[config.mk]
export PLATFORM = sky130hd
export DESIGN_NAME = mirfak_hazard_ctrl
export DESIGN_NICKNAME = d
export VERILOG_FILES = /design/src/rtl/mirfak_hazard_ctrl.sv
export SDC_FILE = /design/constraint.sdc
export NUM_CORES = 1
export LEC_CHECK = 0
export ABC_CLOCK_PERIOD_IN_PS = 2700
export BUFFER_PORTS_ARGS = -buffer_cell sky130_fd_sc_hd__buf_2
export CORE_MARGIN = 2
export CORE_UTILIZATION = 30
export DETAILED_ROUTE_END_ITERATION = 8
export GPL_ROUTABILITY_DRIVEN = 0
export PLACE_DENSITY = 0.54
export SLEW_MARGIN = 20
export SYNTH_ARGS = -nofsm -noshare
export SYNTH_HDL_FRONTEND = slang
export SYNTH_SLANG_ARGS = --single-unit
[constraint.sdc]
create_clock -name clk_i -period 2.7 [get_ports clk_i]
set_clock_uncertainty 0.15 [all_clocks]
set_input_delay 0 -clock clk_i [delete_from_list [all_inputs] [get_ports clk_i]]
set_output_delay 0 -clock clk_i [all_outputs]
set_load 0.05 [all_outputs]
[src/rtl/mirfak_hazard_ctrl.sv]
// rtl/mirfak_hazard_ctrl.sv - Mirfak pipeline hazard, forwarding and flush sequencing controller
module mirfak_hazard_ctrl #(
    parameter int unsigned FLUSH_CYCLES = 1,
    parameter int unsigned WAIT_TIMEOUT = 1024
) (
    input  logic        clk_i,
    input  logic        rst_ni,
    input  logic [4:0]  id_raddr_a_i,
    input  logic [4:0]  id_raddr_b_i,
    input  logic        id_use_a_i,
    input  logic        id_use_b_i,
    input  logic [4:0]  ex_waddr_i,
    input  logic        ex_wen_i,
    input  logic        ex_is_load_i,
    input  logic        ex_stall_i,
    input  logic [4:0]  wb_waddr_i,
    input  logic        wb_wen_i,
    input  logic        take_branch_i,
    input  logic        trap_i,
    output logic [1:0]  id_fwd_a_sel_o,
    output logic [1:0]  id_fwd_b_sel_o,
    output logic        ifid_enable_o,
    output logic        ifid_clear_o,
    output logic        idex_enable_o,
    output logic        idex_clear_o,
    output logic        exwb_enable_o,
    output logic        exwb_clear_o,
    output logic        timeout_o,
    output logic [31:0] stall_cycles_o
);

    typedef enum logic [1:0] {
        ST_RUN   = 2'd0,
        ST_WAIT  = 2'd1,
        ST_FLUSH = 2'd2
    } state_t;

    localparam logic [3:0]  FLUSH_LOAD = 4'(FLUSH_CYCLES);
    localparam logic [15:0] WAIT_MAX   = 16'(WAIT_TIMEOUT);
    localparam logic [15:0] WAIT_LAST  = 16'(WAIT_TIMEOUT - 1);

    state_t      state;
    logic [3:0]  flush_cnt;
    logic [15:0] wait_cnt;
    logic        load_use;

    // Loads are only forwardable once they reach WB, so an EX load hides nothing.
    function automatic logic [1:0] fwd_sel(
        input logic [4:0] raddr,
        input logic [4:0] ex_waddr,
        input logic       ex_wen,
        input logic       ex_is_load,
        input logic [4:0] wb_waddr,
        input logic       wb_wen
    );
        logic [1:0] sel;
        sel = 2'b00;
        if (raddr == 5'd0) begin
            sel = 2'b00;
        end else if (ex_wen && !ex_is_load && (ex_waddr == raddr)) begin
            sel = 2'b01;
        end else if (wb_wen && (wb_waddr == raddr)) begin
            sel = 2'b10;
        end
        return sel;
    endfunction

    always_comb begin
        load_use = ex_is_load_i && ex_wen_i && (ex_waddr_i != 5'd0) &&
                   ((id_use_a_i && (ex_waddr_i == id_raddr_a_i)) ||
                    (id_use_b_i && (ex_waddr_i == id_raddr_b_i)));
    end

    always_comb begin
        id_fwd_a_sel_o = 2'b00;
        id_fwd_b_sel_o = 2'b00;
        ifid_enable_o  = 1'b1;
        ifid_clear_o   = 1'b0;
        idex_enable_o  = 1'b1;
        idex_clear_o   = 1'b0;
        exwb_enable_o  = 1'b1;
        exwb_clear_o   = 1'b0;
        if (!rst_ni) begin
            ifid_enable_o = 1'b0;
            ifid_clear_o  = 1'b1;
            idex_enable_o = 1'b0;
            idex_clear_o  = 1'b1;
            exwb_enable_o = 1'b0;
            exwb_clear_o  = 1'b1;
        end else begin
            id_fwd_a_sel_o = fwd_sel(id_raddr_a_i, ex_waddr_i, ex_wen_i, ex_is_load_i,
                                     wb_waddr_i, wb_wen_i);
            id_fwd_b_sel_o = fwd_sel(id_raddr_b_i, ex_waddr_i, ex_wen_i, ex_is_load_i,
                                     wb_waddr_i, wb_wen_i);
            if (trap_i) begin
                ifid_enable_o = 1'b0;
                ifid_clear_o  = 1'b1;
                idex_enable_o = 1'b0;
                idex_clear_o  = 1'b1;
                exwb_enable_o = 1'b0;
                exwb_clear_o  = 1'b1;
            end else if (state == ST_FLUSH) begin
                ifid_enable_o = 1'b0;
                ifid_clear_o  = 1'b1;
            end else if (ex_stall_i) begin
                ifid_enable_o = 1'b0;
                idex_enable_o = 1'b0;
                exwb_enable_o = 1'b0;
                exwb_clear_o  = 1'b1;
            end else if (load_use) begin
                ifid_enable_o = 1'b0;
                idex_enable_o = 1'b0;
                idex_clear_o  = 1'b1;
            end else if (take_branch_i) begin
                ifid_enable_o = 1'b0;
                ifid_clear_o  = 1'b1;
            end
        end
    end

    always_ff @(posedge clk_i) begin
        if (!rst_ni) begin
            state          <= ST_RUN;
            flush_cnt      <= 4'd0;
            wait_cnt       <= 16'd0;
            timeout_o      <= 1'b0;
            stall_cycles_o <= 32'd0;
        end else begin
            stall_cycles_o <= stall_cycles_o + {31'd0, ~idex_enable_o};
            timeout_o      <= 1'b0;
            if (trap_i) begin
                state     <= ST_FLUSH;
                flush_cnt <= FLUSH_LOAD;
                wait_cnt  <= 16'd0;
            end else if (state == ST_FLUSH) begin
                if (flush_cnt <= 4'd1) begin
                    state     <= ST_RUN;
                    flush_cnt <= 4'd0;
                end else begin
                    flush_cnt <= flush_cnt - 4'd1;
                end
            end else if (ex_stall_i) begin
                state <= ST_WAIT;
                if (wait_cnt != WAIT_MAX) begin
                    wait_cnt <= wait_cnt + 16'd1;
                end
                // Fires only on the step into saturation, so one pulse per WAIT visit.
                if (wait_cnt == WAIT_LAST) begin
                    timeout_o <= 1'b1;
                end
            end else begin
                state    <= ST_RUN;
                wait_cnt <= 16'd0;
            end
        end
    end

endmodule

# Word-level counts from Yosys, hierarchy flattened
# Cells that the tools add are included.
# W data, S select, Z words.
[totals] input_bits=30 elab_cells=92 out_inout_bits=43 register_bits=55
[classes] order_cmp=1 eq_ne=10 reduce_logical=19 addsub=3 bitwise_logic=4 muxes=48
[op_table] op="$mux W1" count=34
[op_table] op="$add A32 B1 Y32" count=1
[op_table] op="$mux W16" count=2
[op_table] op="$mux W2" count=11
[op_table] op="$eq A5 B5 Y1" count=4
[op_table] op="$add A16 B1 Y16 const B" count=1
[op_table] op="$eq A16 B10 Y1 const B" count=1
[op_table] op="$ne A16 B11 Y1 const B" count=1
[op_table] op="$logic_and A1 B1 Y1" count=10
[op_table] op="$logic_not A5 Y1" count=2
[op_table] op="$reduce_bool A5 Y1" count=1
[op_table] op="$le A4 B1 Y1 const B" count=1
[op_table] op="$mux W4" count=1
[op_table] op="$ne A2 B1 Y1 const B" count=2
[op_table] op="$not A1 Y1" count=4
[op_table] op="$reduce_or A4 Y1" count=1
[op_table] op="$sub A4 B1 Y4 const B" count=1
[op_table] op="$ne A3 B2 Y1 const B" count=1
[op_table] op="$eq A2 B2 Y1 const B" count=1
[op_table] op="$reduce_and A2 Y1" count=1
[op_table] op="$reduce_bool A2 Y1" count=1
[op_table] op="$reduce_or A2 Y1" count=1
[op_table] op="$logic_not A1 Y1" count=1
[op_table] op="$logic_or A1 B1 Y1" count=1

# Longest topological paths before layout
# Gate-level depths: netlist (run 1).
[logic_depth] ltp_word=11 depth_mapped=13 depth_no_buf=12

# Least setup slack after synthesis (run 1)
# No wires, ideal clock.
[synth_path] path_kind="register -> register" start="register state[0]" end="register stall_cycles_o[22]" period_less_slack_ps=3395 path_stages_with_launch=13 path_slack_ps=-695 required_time_ps=2435 setup_time_ps=115 arrival_ps=3130 path_buffers=2 cell_sequence="dfxtp_1 nand2b_1 clkbuf_1 a21oi_1 o21ai_0 ha_1 ha_1 and4_1 clkbuf_1 nor3b_2 nand4_1 xnor2_1 and2_1"
[synth_between] elab_chain_cells=6
[synth_lines] item="from (decl)" line_no="42" source="state_t state;"
[synth_lines] item="from (signal assigned)" line_no="123" source="state <= ST_RUN;"
[synth_lines] item="from (signal assigned)" line_no="132" source="state <= ST_FLUSH;"
[synth_lines] item="from (signal assigned)" line_no="137" source="state <= ST_RUN;"
[synth_lines] item="$eq A2 B2 Y1" line_no="102" source="end else if (state == ST_FLUSH) begin"
[synth_lines] item="$mux W1" line_no="102"
[synth_lines] item="$mux W1" line_no="95" source="if (trap_i) begin"
[synth_lines] item="$mux W1" line_no="83" source="if (!rst_ni) begin"
[synth_lines] item="$not A1 Y1" line_no="129" source="stall_cycles_o <= stall_cycles_o + {31'd0, ~idex_enable_o};"
[synth_lines] item="$add A32 B1 Y32" line_no="129"
[synth_lines] item="to (signal assigned)" line_no="129"
[synth_lines] item="to (decl)" line_no="29" source="output logic [31:0] stall_cycles_o"
# Every way passes these cells.
# A chain may end at the register's enable or synchronous reset.

# Final worst setup path (run 1)
[layout_path] start="input port trap_i" end="register stall_cycles_o[22]"
[layout_between] elab_chain_cells=4
[layout_lines] item="from (decl)" line_no="19" source="input logic trap_i,"
[layout_lines] item="$mux W1" line_no="95"
[layout_lines] item="$mux W1" line_no="83"
[layout_lines] item="$not A1 Y1" line_no="129"
[layout_lines] item="$add A32 B1 Y32" line_no="129"
# Every way passes these cells.

==> Flow_metrics.wiki, run 1 <==
{| class="wikitable"
! Metric !! Value
|-
| Result of the run || finished clean
|-
| CP Class || in -> reg
|-
| Setup bufs post-CTS || 0
|-
| Number of buffers added to fix hold violations after cts || 3
|-
| Required @ worst endpoint || 2.77 ns
|-
| Overall die width || 104 µm
|-
| Vias in the first global route || 2,586
|-
| First-pass GRT wire length || 12.0 mm
|-
| Area taken by multi-input logic gates || 1850 µm²
|-
| Switching power summed over all nets || 0.402 mW
|-
| Area contributors post-synth || sky130_fd_sc_hd__dfxtp_1 (37%), sky130_fd_sc_hd__xnor2_1 (12%), sky130_fd_sc_hd__and2_1 (5.4%), sky130_fd_sc_hd__xor2_1 (5.0%), sky130_fd_sc_hd__nand4_1 (4.8%)
|-
| Commonest cells after routing, fill and taps aside || sky130_fd_sc_hd__buf_2 (72), sky130_fd_sc_hd__dfxtp_1 (55), sky130_fd_sc_hd__xnor2_1 (42)
|-
| Share of total power consumed by net switching || 25.2%
|-
| Number of synthesized register bits || 55
|-
| Fin worst setup slack || 0.317 ns
|-
| Diodes inserted || 0
|-
| Largest net degree at the start of global routing || 44
|-
| Power density normalized to cell area || 429 nW/µm²
|-
| Number of vias per cell || 4.81
|-
| Combinational family with the most area after synthesis || simple AND/OR/NAND/NOR gates
|-
| Beginning of the worst hold path || take_branch_i
|-
| Overall die height || 104 µm
|-
| Remaining antenna violation count after routing || 0
|-
| Gate count of the mapped netlist || 344
|-
| Layout-stage area growth over the synthesis result || 24.3%
|-
| Post-synthesis average cell area || 8.71 µm²
|-
| Proportion of synthesized flip-flops having asynchronous set or reset || 0%
|-
| Register share of total power || 51.9%
|-
| Clock root buffer || sky130_fd_sc_hd__clkbuf_8
|-
| Max-cap violation count || 0
|-
| Internal power summed over all cells || 1.20 mW
|-
| Number of optimization iterations in the first detailed-route pass || 6
|-
| Count of flip-flops with a built-in enable after synthesis || 0
|-
| Average wire length per cell after detail routing || 12.7 µm
|-
| Starting density of the core || 30.8%
|-
| Synth warn || 0
|-
| Final critical path time including I/O delays and setup || 2.38 ns
|-
| CTS Buffer Depth || 2
|-
| Worst Tran Pin Value || 0.597 ns
|-
| Final Hold Fails || 0
|-
| Site row count || 36
|-
| Highest clock frequency the design can meet || 420 MHz
|-
| Number of antenna violations at the first check in global routing || 0
|-
| Buffers on Ports || 72
|-
| Register-to-register path setup slack || 0.40 ns
|-
| Count of filler cells inserted in the layout || 1,033
|-
| Cts repair resizes || 0
|-
| Proportion of layout cells with a drive suffix above 1 || 23.2%
|-
| Number of library cell types mapped by synthesis || 43
|-
| Total Wirelength || 7.14 mm
|-
| Leading cell type in the layout, fill and taps excluded || sky130_fd_sc_hd__buf_2
|-
| Total die area || 10,800 µm²
|-
| Number of vias after detailed routing || 2,692
|-
| Reg-to-reg endpoint || stall_cycles_o[22]$_SDFF_PN0_
|-
| Share of the yosys chip area belonging to registers || 36.8%
|-
| Number of nets in the synthesized netlist || 380
|-
| Core Box Area || 9730 µm²
|-
| Dpl hpwl || 5.47 mm
|-
| Total global-route track usage || 13.4%
|-
| DRC violation total after the first TritonRoute iteration || 57
|-
| Synthesized-area fraction occupied by ao, oa, aoi and oai cells || 5.14%
|-
| Leakage dissipation || 1.53 nW
|-
| Count of final setup violators || 0
|-
| Relative contribution of the clock network to total power || 35.8%
|-
| Mux share of post-synthesis cell area || 0.668%
|-
| Adder-cell share of the synthesized area || 2.51%
|-
| Combinational power share || 12.3%
|-
| Synthesized-area fraction occupied by xor and xnor cells || 17.3%
|-
| Cell area after synthesis || 3000 µm²
|-
| Share of the synthesized area in the top cell type || 36.8%
|-
| Part of the cycle the worst path needs || 88.3%
|-
| Destination of the worst hold path || ifid_enable_o
|-
| Simple logic cell fraction of the synthesized area || 35.4%
|-
| Net count of the finished layout || 462
|-
| Kind of end point of the critical path || register
|-
| Number of levels the H-tree was split into || 2
|-
| Worst reg2reg startpoint || state[0]$_SDFFE_PP0P_
|-
| DRC violations left || 0
|-
| Worst hold path cell count || 3
|-
| Worst reg-to-reg path cell count || 10
|-
| Fin. max-slew vios || 0
|-
| Number of buffers created by CTS || 5
|-
| Number of placed I/O pins || 73
|-
| Hold Crit Class || in -> out
|-
| Top fanout value on the critical path || 6
|-
| Worst path arrival time || 2.45 ns
|-
| Clk pin slew, worst setup/hold paths || 0.10 ns
|-
| Largest voltage drop on the vdd net || 0.000189 V
|-
| Grt total ovfl || 0
|-
| Kind of launch point of the worst setup path || input pin
|-
| Relative slew margins || 60.0%
|-
| Setup Slack @ Placement || 0.114 ns
|-
| Ys flop type || sky130_fd_sc_hd__dfxtp_1
|-
| Setup repair after global routing missed its margin || false
|-
| Smallest hold slack || 0.184 ns
|-
| TritonCTS clock tree || yes
|-
| Final design utilization || 38.3%
|-
| Clk sinks || 55
|-
| Post-synthesis cell type with the largest combined area || sky130_fd_sc_hd__dfxtp_1
|-
| Clock latency at the later pin of the worst-skew pair || 0.31 ns
|-
| Sequential cell area in the final layout || 1100 µm²
|}
## worst max-delay path, stage by stage
cell,delay (ns)
sky130_fd_sc_hd__dlygate4sd3_1,0.52
sky130_fd_sc_hd__buf_2,0.13
sky130_fd_sc_hd__nand2b_1,0.26
sky130_fd_sc_hd__a21oi_4,0.07
sky130_fd_sc_hd__o21ai_1,0.10
sky130_fd_sc_hd__ha_1,0.21
sky130_fd_sc_hd__ha_1,0.20
sky130_fd_sc_hd__and4_1,0.21
sky130_fd_sc_hd__nor3b_4,0.31
sky130_fd_sc_hd__nand4_1,0.15
sky130_fd_sc_hd__xnor2_1,0.14
sky130_fd_sc_hd__and2_1,0.15
## power groups by stage
stage	registers, mW	logic, mW	clock network, mW
5_1_grt	0.831	0.217	0.623
3_3_place_gp	0.848	0.192	0
2_1_floorplan	0.864	0.107	0
3_5_place_dp	0.848	0.195	0
4_1_cts	0.829	0.199	0.590
6_report	0.829	0.197	0.572
## synthesized netlist by cell type (all sizes together) (2+ instances only)
cell / instances
o21a: 3
nor2b: 4
nand4b: 2
nor3: 8
and3: 5
and2: 26
a2111oi: 2
nand2b: 6
xnor2: 42
inv: 9
nor2: 30
nor4: 9
nand2: 25
nand4: 25
xor2: 17
nand3: 25
ha: 6
a21oi: 6
o21ai: 4
o211ai: 2
clkbuf: 9
or4: 4
nor4b: 2
dfxtp: 55
o31ai: 2
mux2i: 2
and4: 4
## registers in the layout (all words and copies together) (netlist names)
signal and cells:
stall_cycles_o 32, state 2, flush_cnt 4, wait_cnt 16, timeout_o 1
## per-layer routing
layer	up-vias	wire, µm	part of all wire, %	GRT usage (%)
met5	-	0	0	0
met2	79	3190	45	21.3
met1	1228	3350	47	17.1
met4	0	179	2.5	5.89
li1	1371	-	-	-
met3	14	413	5.8	3.32
## final cells by class
class | count | area share, %
multi-input combinational | 271 | 49.6
sequential | 55 | 29.6
tap | 133 | 4.47
timing repair buffer | 84 | 12.3
clock inverter | 2 | 0.941
clock buffer | 6 | 2.22
inverter | 9 | 0.907
## cell families after synthesis
family	after synthesis
simple gates	181
buf+inv	18
fa+ha+maj	6
mux	2
xor+xnor	59
flops	55
compound gates	23
## metrics by stage
step	instance area, µm²	power, mW	instances	TNS [ns]
floorplan	3020	0.971	344	-0.0390
global placement	3580	1.04	549	0
detailed placement	3580	1.04	549	0
CTS	3720	1.62	560	0
global route	3720	1.67	560	0
finish	3720	1.60	560	0
## worst max path at each step
stage	from	endpoint	cells past startpoint
floorplan	state[0]$_SDFFE_PP0P_	stall_cycles_o[22]$_SDFF_PN0_	12
detailed placement	ex_waddr_i[1]	stall_cycles_o[22]$_SDFF_PN0_	13
global placement	ex_waddr_i[4]	stall_cycles_o[22]$_SDFF_PN0_	13
CTS	trap_i	stall_cycles_o[22]$_SDFF_PN0_	12
finish	trap_i	stall_cycles_o[22]$_SDFF_PN0_	12
global route	trap_i	stall_cycles_o[22]$_SDFF_PN0_	12
Note: power is estimated with default switching activity, not from simulation.
==> inputs of run 2 (changes only) <==
--- a/config.mk
+++ b/config.mk
@@ -9,9 +9,10 @@
 export BUFFER_PORTS_ARGS = -buffer_cell sky130_fd_sc_hd__buf_2
 export CORE_MARGIN = 2
 export CORE_UTILIZATION = 30
+export CTS_BUF_LIST = sky130_fd_sc_hd__clkbuf_4 sky130_fd_sc_hd__clkbuf_8 sky130_fd_sc_hd__clkbuf_16
 export DETAILED_ROUTE_END_ITERATION = 8
 export GPL_ROUTABILITY_DRIVEN = 0
-export PLACE_DENSITY = 0.54
+export PLACE_DENSITY = 0.57
 export SLEW_MARGIN = 20
 export SYNTH_ARGS = -nofsm -noshare
 export SYNTH_HDL_FRONTEND = slang
==> run 2 against run 1 <==
Net effect: sequential share of layout area down 0.15 points; die area is the same; setup slack worse by 0.033 ns; final cell count stayed put; critical path depth unchanged; largest cell class unchanged; largest power group unchanged.
==> Flow_metrics.wiki, run 2 (synthesis results as in run 1) <==
{| class="wikitable"
! Metric !! Value
|-
| Result of the run || finished clean
|-
| Worst Tran Pin Value || 0.550 ns
|-
| DRC violations left || 0
|-
| Count of placed standard cells in the final layout, fillers left out || 560
|-
| Worst path arrival time || 2.48 ns
|-
| Overall die width || 104 µm
|-
| Buffers on Ports || 72
|-
| Largest net degree at the start of global routing || 44
|-
| Clock root buffer || sky130_fd_sc_hd__clkbuf_8
|-
| Destination of the worst hold path || stall_cycles_o[0]$_SDFF_PN0_
|-
| Kind of launch point of the worst setup path || input pin
|-
| Worst hold path cell count || 5
|-
| Worst reg-to-reg path cell count || 10
|-
| Power density normalized to cell area || 448 nW/µm²
|-
| Largest register FFs || 32
|-
| Average wire length per cell after detail routing || 13.0 µm
|-
| TritonCTS clock tree || yes
|-
| CTS Buffer Depth || 2
|-
| Total die area || 10,800 µm²
|-
| Net count of the finished layout || 462
|-
| Dpl hpwl || 5.52 mm
|-
| Count of final setup violators || 0
|-
| Biggest registers after layout || stall_cycles_o: 32 flops, wait_cnt: 16 flops, flush_cnt: 4 flops
|-
| DRC violation total after the first TritonRoute iteration || 111
|-
| Diodes inserted || 0
|-
| Sequential cell area in the final layout || 1100 µm²
|-
| Placed Cells || 549
|-
| Reg-to-reg endpoint || stall_cycles_o[22]$_SDFF_PN0_
|-
| Leakage dissipation || 1.53 nW
|-
| Clk sinks || 55
|-
| Number of buffers added to fix hold violations after cts || 3
|-
| Number of vias after detailed routing || 2,713
|-
| Area taken by multi-input logic gates || 1850 µm²
|-
| Cts repair resizes || 0
|-
| Number of placed I/O pins || 73
|-
| Register-to-register path setup slack || 0.38 ns
|-
| Number of vias per cell || 4.84
|-
| Required @ worst endpoint || 2.76 ns
|-
| Vias in the first global route || 2,708
|-
| Beginning of the worst hold path || ex_wen_i
|-
| Layout-stage area growth over the synthesis result || 24.9%
|-
| Setup repair after global routing missed its margin || false
|-
| Relative slew margins || 63.1%
|-
| Smallest hold slack || 0.169 ns
|-
| Number of buffers created by CTS || 5
|-
| Post-Layout Inst Area || 3740 µm²
|-
| Core Box Area || 9730 µm²
|-
| Final Hold Fails || 0
|-
| Fin. max-slew vios || 0
|-
| Worst reg2reg startpoint || state[0]$_SDFFE_PP0P_
|-
| Kind of end point of the critical path || register
|-
| Final critical path time including I/O delays and setup || 2.42 ns
|-
| Starting density of the core || 30.8%
|-
| Max-cap violation count || 0
|-
| CP Class || in -> reg
|-
| Remaining antenna violation count after routing || 0
|-
| First-pass GRT wire length || 12.6 mm
|-
| Clk pin slew, worst setup/hold paths || 0.10 ns
|-
| Number of antenna violations at the first check in global routing || 0
|-
| Post-detailed-placement cell area || 3580 µm²
|-
| Grt total ovfl || 0
|-
| Top fanout value on the critical path || 6
|-
| Clock latency at the later pin of the worst-skew pair || 0.31 ns
|-
| Commonest cells after routing, fill and taps aside || sky130_fd_sc_hd__buf_2 (72), sky130_fd_sc_hd__dfxtp_1 (55), sky130_fd_sc_hd__xnor2_1 (42)
|-
| Total Wirelength || 7.27 mm
|-
| Overall die height || 104 µm
|-
| Number of levels the H-tree was split into || 2
|-
| Hold Crit Class || in -> reg
|-
| Count of filler cells inserted in the layout || 1,035
|-
| Overall power || 1.68 mW
|-
| Site row count || 36
|-
| Largest voltage drop on the vdd net || 0.000227 V
|-
| Setup bufs post-CTS || 0
|-
| Part of the cycle the worst path needs || 89.5%
|-
| Number of optimization iterations in the first detailed-route pass || 7
|-
| Total global-route track usage || 13.9%
|-
| Top reg by flops || stall_cycles_o
|-
| Leading cell type in the layout, fill and taps excluded || sky130_fd_sc_hd__buf_2
|-
| Proportion of layout cells with a drive suffix above 1 || 23.2%
|-
| Highest clock frequency the design can meet || 414 MHz
|}
==> run 2: worst max-delay path by stage <==
stage                                                to                  start  depth (start not counted)  slack (ns)
after floorplan           stall_cycles_o[22]$_SDFF_PN0_  state[0]$_SDFFE_PP0P_                         12       -0.04
after global placement    stall_cycles_o[22]$_SDFF_PN0_          ex_waddr_i[0]                         13        0.22
after detailed placement  stall_cycles_o[22]$_SDFF_PN0_          ex_waddr_i[1]                         13        0.15
after CTS                 stall_cycles_o[22]$_SDFF_PN0_                 trap_i                         12        0.25
after global routing      stall_cycles_o[22]$_SDFF_PN0_                 trap_i                         12        0.07
final                     stall_cycles_o[22]$_SDFF_PN0_                 trap_i                         12        0.28
==> run 2: where the power goes <==
part	switching [mW]	leakage (nW)	internal [mW]
registers	0.00825	0.444	0.820
clock network	0.279	0.0644	0.370
logic	0.123	1.02	0.0754
==> run 2: layer usage <==
layer	track usage, %	vias up	part of all wire (%)
met5	0	-	0
met4	3.57	0	1.1
met3	3.13	5	5.3
met2	23.4	62	46
met1	17.9	1271	48
li1	-	1375	-
==> run 2: worst max-delay path, cell delays in order <==
cell and delay (ns):
sky130_fd_sc_hd__dlygate4sd3_1 0.52, sky130_fd_sc_hd__buf_2 0.13, sky130_fd_sc_hd__nand2b_1 0.27, sky130_fd_sc_hd__a21oi_4 0.08, sky130_fd_sc_hd__o21ai_1 0.09, sky130_fd_sc_hd__ha_1 0.20, sky130_fd_sc_hd__ha_1 0.20, sky130_fd_sc_hd__and4_1 0.21
sky130_fd_sc_hd__nor3b_4 0.34, sky130_fd_sc_hd__nand4_1 0.16, sky130_fd_sc_hd__xnor2_1 0.14, sky130_fd_sc_hd__and2_1 0.14
==> run 2: per-stage QoR <==
stage	TNS, ns	setup WS [ns]	util (%)
floorplan	-0.0390	-0.0390	-
global placement	0	0.222	36.8
detailed placement	0	0.147	36.8
CTS	0	0.253	38.5
global route	0	0.0667	38.5
finish	0	0.284	38.5
==> run 2: layout make-up <==
type | count | share of cell area [%]
multi-input cells | 271 | 49.3
flip-flops and latches | 55 | 29.4
repair buffers | 84 | 12.2
well taps | 133 | 4.45
clock buffers | 5 | 1.84
clock inverters | 3 | 1.81
inverters | 9 | 0.903
